**config.mk**
```make
export PLATFORM = sky130hd
export DESIGN_NAME = if_id_pipe
export DESIGN_NICKNAME = d
export VERILOG_FILES = /design/src/rtl/if_id_pipe.sv
export SDC_FILE = /design/constraint.sdc
export NUM_CORES = 1
export LEC_CHECK = 0
export ABC_AREA = 1
export BUFFER_PORTS_ARGS = -buffer_cell sky130_fd_sc_hd__buf_2
export CAP_MARGIN = 15
export CORE_MARGIN = 2
export CORE_UTILIZATION = 40
export CTS_BUF_LIST = sky130_fd_sc_hd__clkbuf_2 sky130_fd_sc_hd__clkbuf_4 sky130_fd_sc_hd__clkbuf_8
export DETAILED_ROUTE_END_ITERATION = 12
export HOLD_SLACK_MARGIN = 0.1
export PLACE_DENSITY = 0.6
export SYNTH_ARGS = -nofsm -noshare
export SYNTH_HDL_FRONTEND = slang
export SYNTH_SLANG_ARGS = --single-unit
```
**constraint.sdc**
```tcl
create_clock -name clk -period 8.51 [get_ports clk]
set_input_delay 1.702 -clock clk [delete_from_list [all_inputs] [get_ports clk]]
set_output_delay 1.702 -clock clk [all_outputs]
set_load 0.005 [all_outputs]
```
**src/rtl/if_id_pipe.sv**
```systemverilog
// IF->ID pipeline buffer: small FIFO carrying {pc4, instr} from fetch to decode
// over a valid/ready handshake, with branch flush and a saturating stall counter.
module if_id_pipe #(
    parameter int unsigned DEPTH     = 2,
    parameter logic [31:0] NOP_INSTR = 32'h0000_0000,
    parameter int unsigned STALL_W   = 16
) (
    input  logic               clk,
    input  logic               rst_n,
    input  logic               in_valid,
    output logic               in_ready,
    input  logic [31:0]        in_pc4,
    input  logic [31:0]        in_instr,
    input  logic               flush,
    output logic               out_valid,
    input  logic               out_ready,
    output logic [31:0]        out_pc4,
    output logic [31:0]        out_instr,
    output logic [STALL_W-1:0] stall_cnt
);

    localparam int unsigned PTR_W = $clog2(DEPTH);
    localparam int unsigned CNT_W = PTR_W + 1;
    localparam logic [CNT_W-1:0] DEPTH_C = CNT_W'(DEPTH);

    logic [63:0]        mem [DEPTH];
    logic [PTR_W-1:0]   rd_ptr;
    logic [PTR_W-1:0]   wr_ptr;
    logic [CNT_W-1:0]   count;
    logic               push;
    logic               pop;

    // Handshake flags come only from the occupancy register.
    assign in_ready  = (count < DEPTH_C);
    assign out_valid = (count != '0);
    assign push      = in_valid & in_ready;
    assign pop       = out_valid & out_ready;

    always_comb begin
        out_pc4   = '0;
        out_instr = NOP_INSTR;
        if (out_valid) begin
            out_pc4   = mem[rd_ptr][63:32];
            out_instr = mem[rd_ptr][31:0];
        end
    end

    always_ff @(posedge clk) begin
        if (push && !flush) begin
            mem[wr_ptr] <= {in_pc4, in_instr};
        end
    end

    always_ff @(posedge clk or negedge rst_n) begin
        if (!rst_n) begin
            rd_ptr <= '0;
            wr_ptr <= '0;
            count  <= '0;
        end else if (flush) begin
            rd_ptr <= '0;
            wr_ptr <= '0;
            count  <= '0;
        end else begin
            if (push) begin
                wr_ptr <= wr_ptr + PTR_W'(1);
            end
            if (pop) begin
                rd_ptr <= rd_ptr + PTR_W'(1);
            end
            case ({push, pop})
                2'b10:   count <= count + CNT_W'(1);
                2'b01:   count <= count - CNT_W'(1);
                default: count <= count;
            endcase
        end
    end

    always_ff @(posedge clk or negedge rst_n) begin
        if (!rst_n) begin
            stall_cnt <= '0;
        end else if (out_valid && !out_ready && !flush && (stall_cnt != '1)) begin
            stall_cnt <= stall_cnt + STALL_W'(1);
        end
    end

endmodule

```
==> metrics <==
Synth area leaders edfxtp_1, nand2_1, dfrtp_1; drt first pass iters 4; Yosys Warn Count 0; Slew Limit Fails 0; Starting Density between 40% and 50%; flop2flop setup slack 6340 ps; # fillers 1312; gr ovfl total 0; unique cell type count in the Yosys netlist 25; post-synthesis register bit count approximately 150; initial antenna violation count 6; DR iter-0 viols roughly 210; synthesized area 0.00600 sq mm; IO Pins 151; worst skew pair latency 440 ps; crit end category primary output; Nets about 750; area of the multi-input gates between 0.0015 and 0.002 sq mm; TritonCTS Sinks about 150; first-pass GRT wire length about 21000 um; drt total wl between 10000 and 15000 um; sequential element share of the synthesized area approximately 72%; Routed Antenna Nets 0; CTS Root Cell clkbuf_8; CP Data Arrival Time roughly 2300 ps; total track usage about 17%; status completed; Resized cells post-CTS 0; Vias/cell approximately 4.8; worst rel slew slack between 40% and 50%; share of layout cells above drive strength 1 roughly 30%; die area 0.0160 sq mm; achievable frequency around 250 MHz; vias in the first global route 4325; crit path to out_instr[21]; Post-CTS Setup Bufs 0; cell accounting for the most synthesized area edfxtp_1; Seq. cell area 0.00435 sq mm; worst reg2reg startpoint count[1]$_DFFE_PN0P_; # hold bufs at CTS 0; CP max stage delay about 560 ps; Mapped Nets around 600; TritonCTS clock tree built; DRC errors left 0; RSZ-0062 raised after global routing false; number of port buffers 150; clock-pin slew on the worst setup and hold paths roughly 80 ps; Yosys top cell area share ~64%; Setup Skew roughly 11 ps; Period minus WS final 3980 ps; Cell Count, Final, Fillers Out between 800 and 900; final instance area between 0.007 and 0.008 sq mm; via count approximately 4200; Core ar. between 0.01 and 0.015 sq mm; Final TNS setup 0 ps; Layout area overhead 23.5%; post-synthesis cell count about 530; worst path cell trace nor2_4 > buf_4 > a21oi_1 > buf_2; Hold Slack between 500 and 600 ps; # setup viols final 0; Setup CP Type flip-flop to primary output; PD cells roughly 240 mW/mm^2; Worst VDD drop between 0.1 and 0.15 mV; total CTS buffers 17; Pwr Total between 1.5 and 2 mW; pin count of the biggest net entering global routing 67; slowest CP cell buf_4; HPWL after detailed placement approximately 8200 um; Max-cap violations 0; Die X around 130 um; fin crit share between 40 and 50%; Worst Setup SP count[0]$_DFFE_PN0P_; FF-to-FF End mem[1][37]$_DFFE_PP_; Max FO, Critical Path 45; FF-to-FF path depth 4; Mapped Avg Cell Area around 11 sq um; DP Cell Count 840; Core Rows between 40 and 50; worst slew pin tran 773 ps; Startpoint Class flip-flop; Static Leak 3.12 nW; Hold/Removal Path Class flip-flop to flip-flop; Placed Instance Area 0.00693 sq mm; clk buf depth 2; Die Y ~130 um; Hold Fails Final Rpt 0; CP Data Required Time 6810 ps; wire length per cell ~15 um; RD Place Congestion between 0.8 and 0.9; H-Tree Depth 4
## metal layers
metal / share of wire (%) / global-route usage (%)
met1: 42 / 19.5
met4: 1.2 / 6.66
met3: 9.7 / 8.56
met5: 0.061 / 0
met2: 47 / 27.1
## layout by cell type, fill, tap and decap left out, types with 2 or more instances in the layout
cell type   count
clkbuf_4        2
xnor2_1         6
inv_1          15
buf_2         150
inv_2           2
nand4_1         5
dfrtp_1        19
nor2_4          5
clkinvlp_4      2
a21oi_1        66
o21ai_0         9
diode_2         3
buf_4           4
nand2_1       211
nand3_1         5
clkbuf_8       17
nand2_2         5
bufinv_16       5
nor2_1         17
edfxtp_1      128
inv_6           2
## cell usage after synthesis (all sizes together)
library cell / n
xnor2: 6
nor2: 22
edfxtp: 128
clkbuf: 10
inv: 18
nand2: 217
o21ai: 10
a21oi: 66
xor2: 1
buf: 13
nand3: 6
dfrtp: 20
nor3: 1
nand4: 5
o22ai: 1
ha: 1
## cells by family (layout without fill, tap and decap cells)
| group | after synthesis | after routing | share of synthesized area, % |
|---|---|---|---|
| buffers and inverters | 41 | 204 | 2.90 |
| AOI/OAI and AO/OA | 77 | 77 | 6.63 |
| DFF | 148 | 148 | 72.4 |
| adders and majority gates | 1 | 1 | 0.209 |
| and+or+nand+nor | 251 | 251 | 16.8 |
| other | 0 | 3 | 0 |
| xor gates and xnor gates | 7 | 7 | 1.02 |
## sequential cells by signal, indices dropped and copies added, names as in the netlist
register,count
mem,128
stall_cnt,16
count,2
rd_ptr,1
wr_ptr,1
## per-stage QoR
| stage | util, % | worst slack [ps] |
|---|---|---|
| after floorplan | - | 3350 |
| after global placement | 47.5 | 4970 |
| after detailed placement | 47.5 | 4940 |
| after CTS | 50.6 | 4460 |
| after global routing | 50.7 | 4360 |
| final | 50.8 | 4530 |
## worst min-delay path by stage
stage | slack (ps) | start | to | cells past startpoint
global placement | 520 | stall_cnt[1]$_DFFE_PN0P_ | stall_cnt[1]$_DFFE_PN0P_ | 2
CTS | 540 | stall_cnt[1]$_DFFE_PN0P_ | stall_cnt[1]$_DFFE_PN0P_ | 2
detailed placement | 520 | stall_cnt[1]$_DFFE_PN0P_ | stall_cnt[1]$_DFFE_PN0P_ | 2
finish | 540 | stall_cnt[1]$_DFFE_PN0P_ | stall_cnt[1]$_DFFE_PN0P_ | 2
floorplan | 460 | wr_ptr$_DFFE_PN0P_ | wr_ptr$_DFFE_PN0P_ | 1
global route | 600 | wr_ptr$_DFFE_PN0P_ | wr_ptr$_DFFE_PN0P_ | 1
## report_power, final
group | internal, mW | switching (mW)
Combinational | 0.106 | 0.189
Clock | 0.356 | 0.256
Sequential | 0.836 | 0.0229
## critical path, delay by kind of cell (launching register included)
family	cells	cell delay, ps
simple gates	1	520
compound gates	1	130
flops	1	450
buf+inv	2	720
## cell type report
cell class              count  share of cell area (%)
repair buffers            155                    10.8
multi-input cells         336                    20.3
clock inverters            12                    2.74
well taps                 184                    3.11
flip-flops and latches    148                    58.7
inverters                  18                   0.946
diodes                      3                   0.101
clock buffers              19                    3.36
Note: power is estimated with default switching activity, not from simulation.
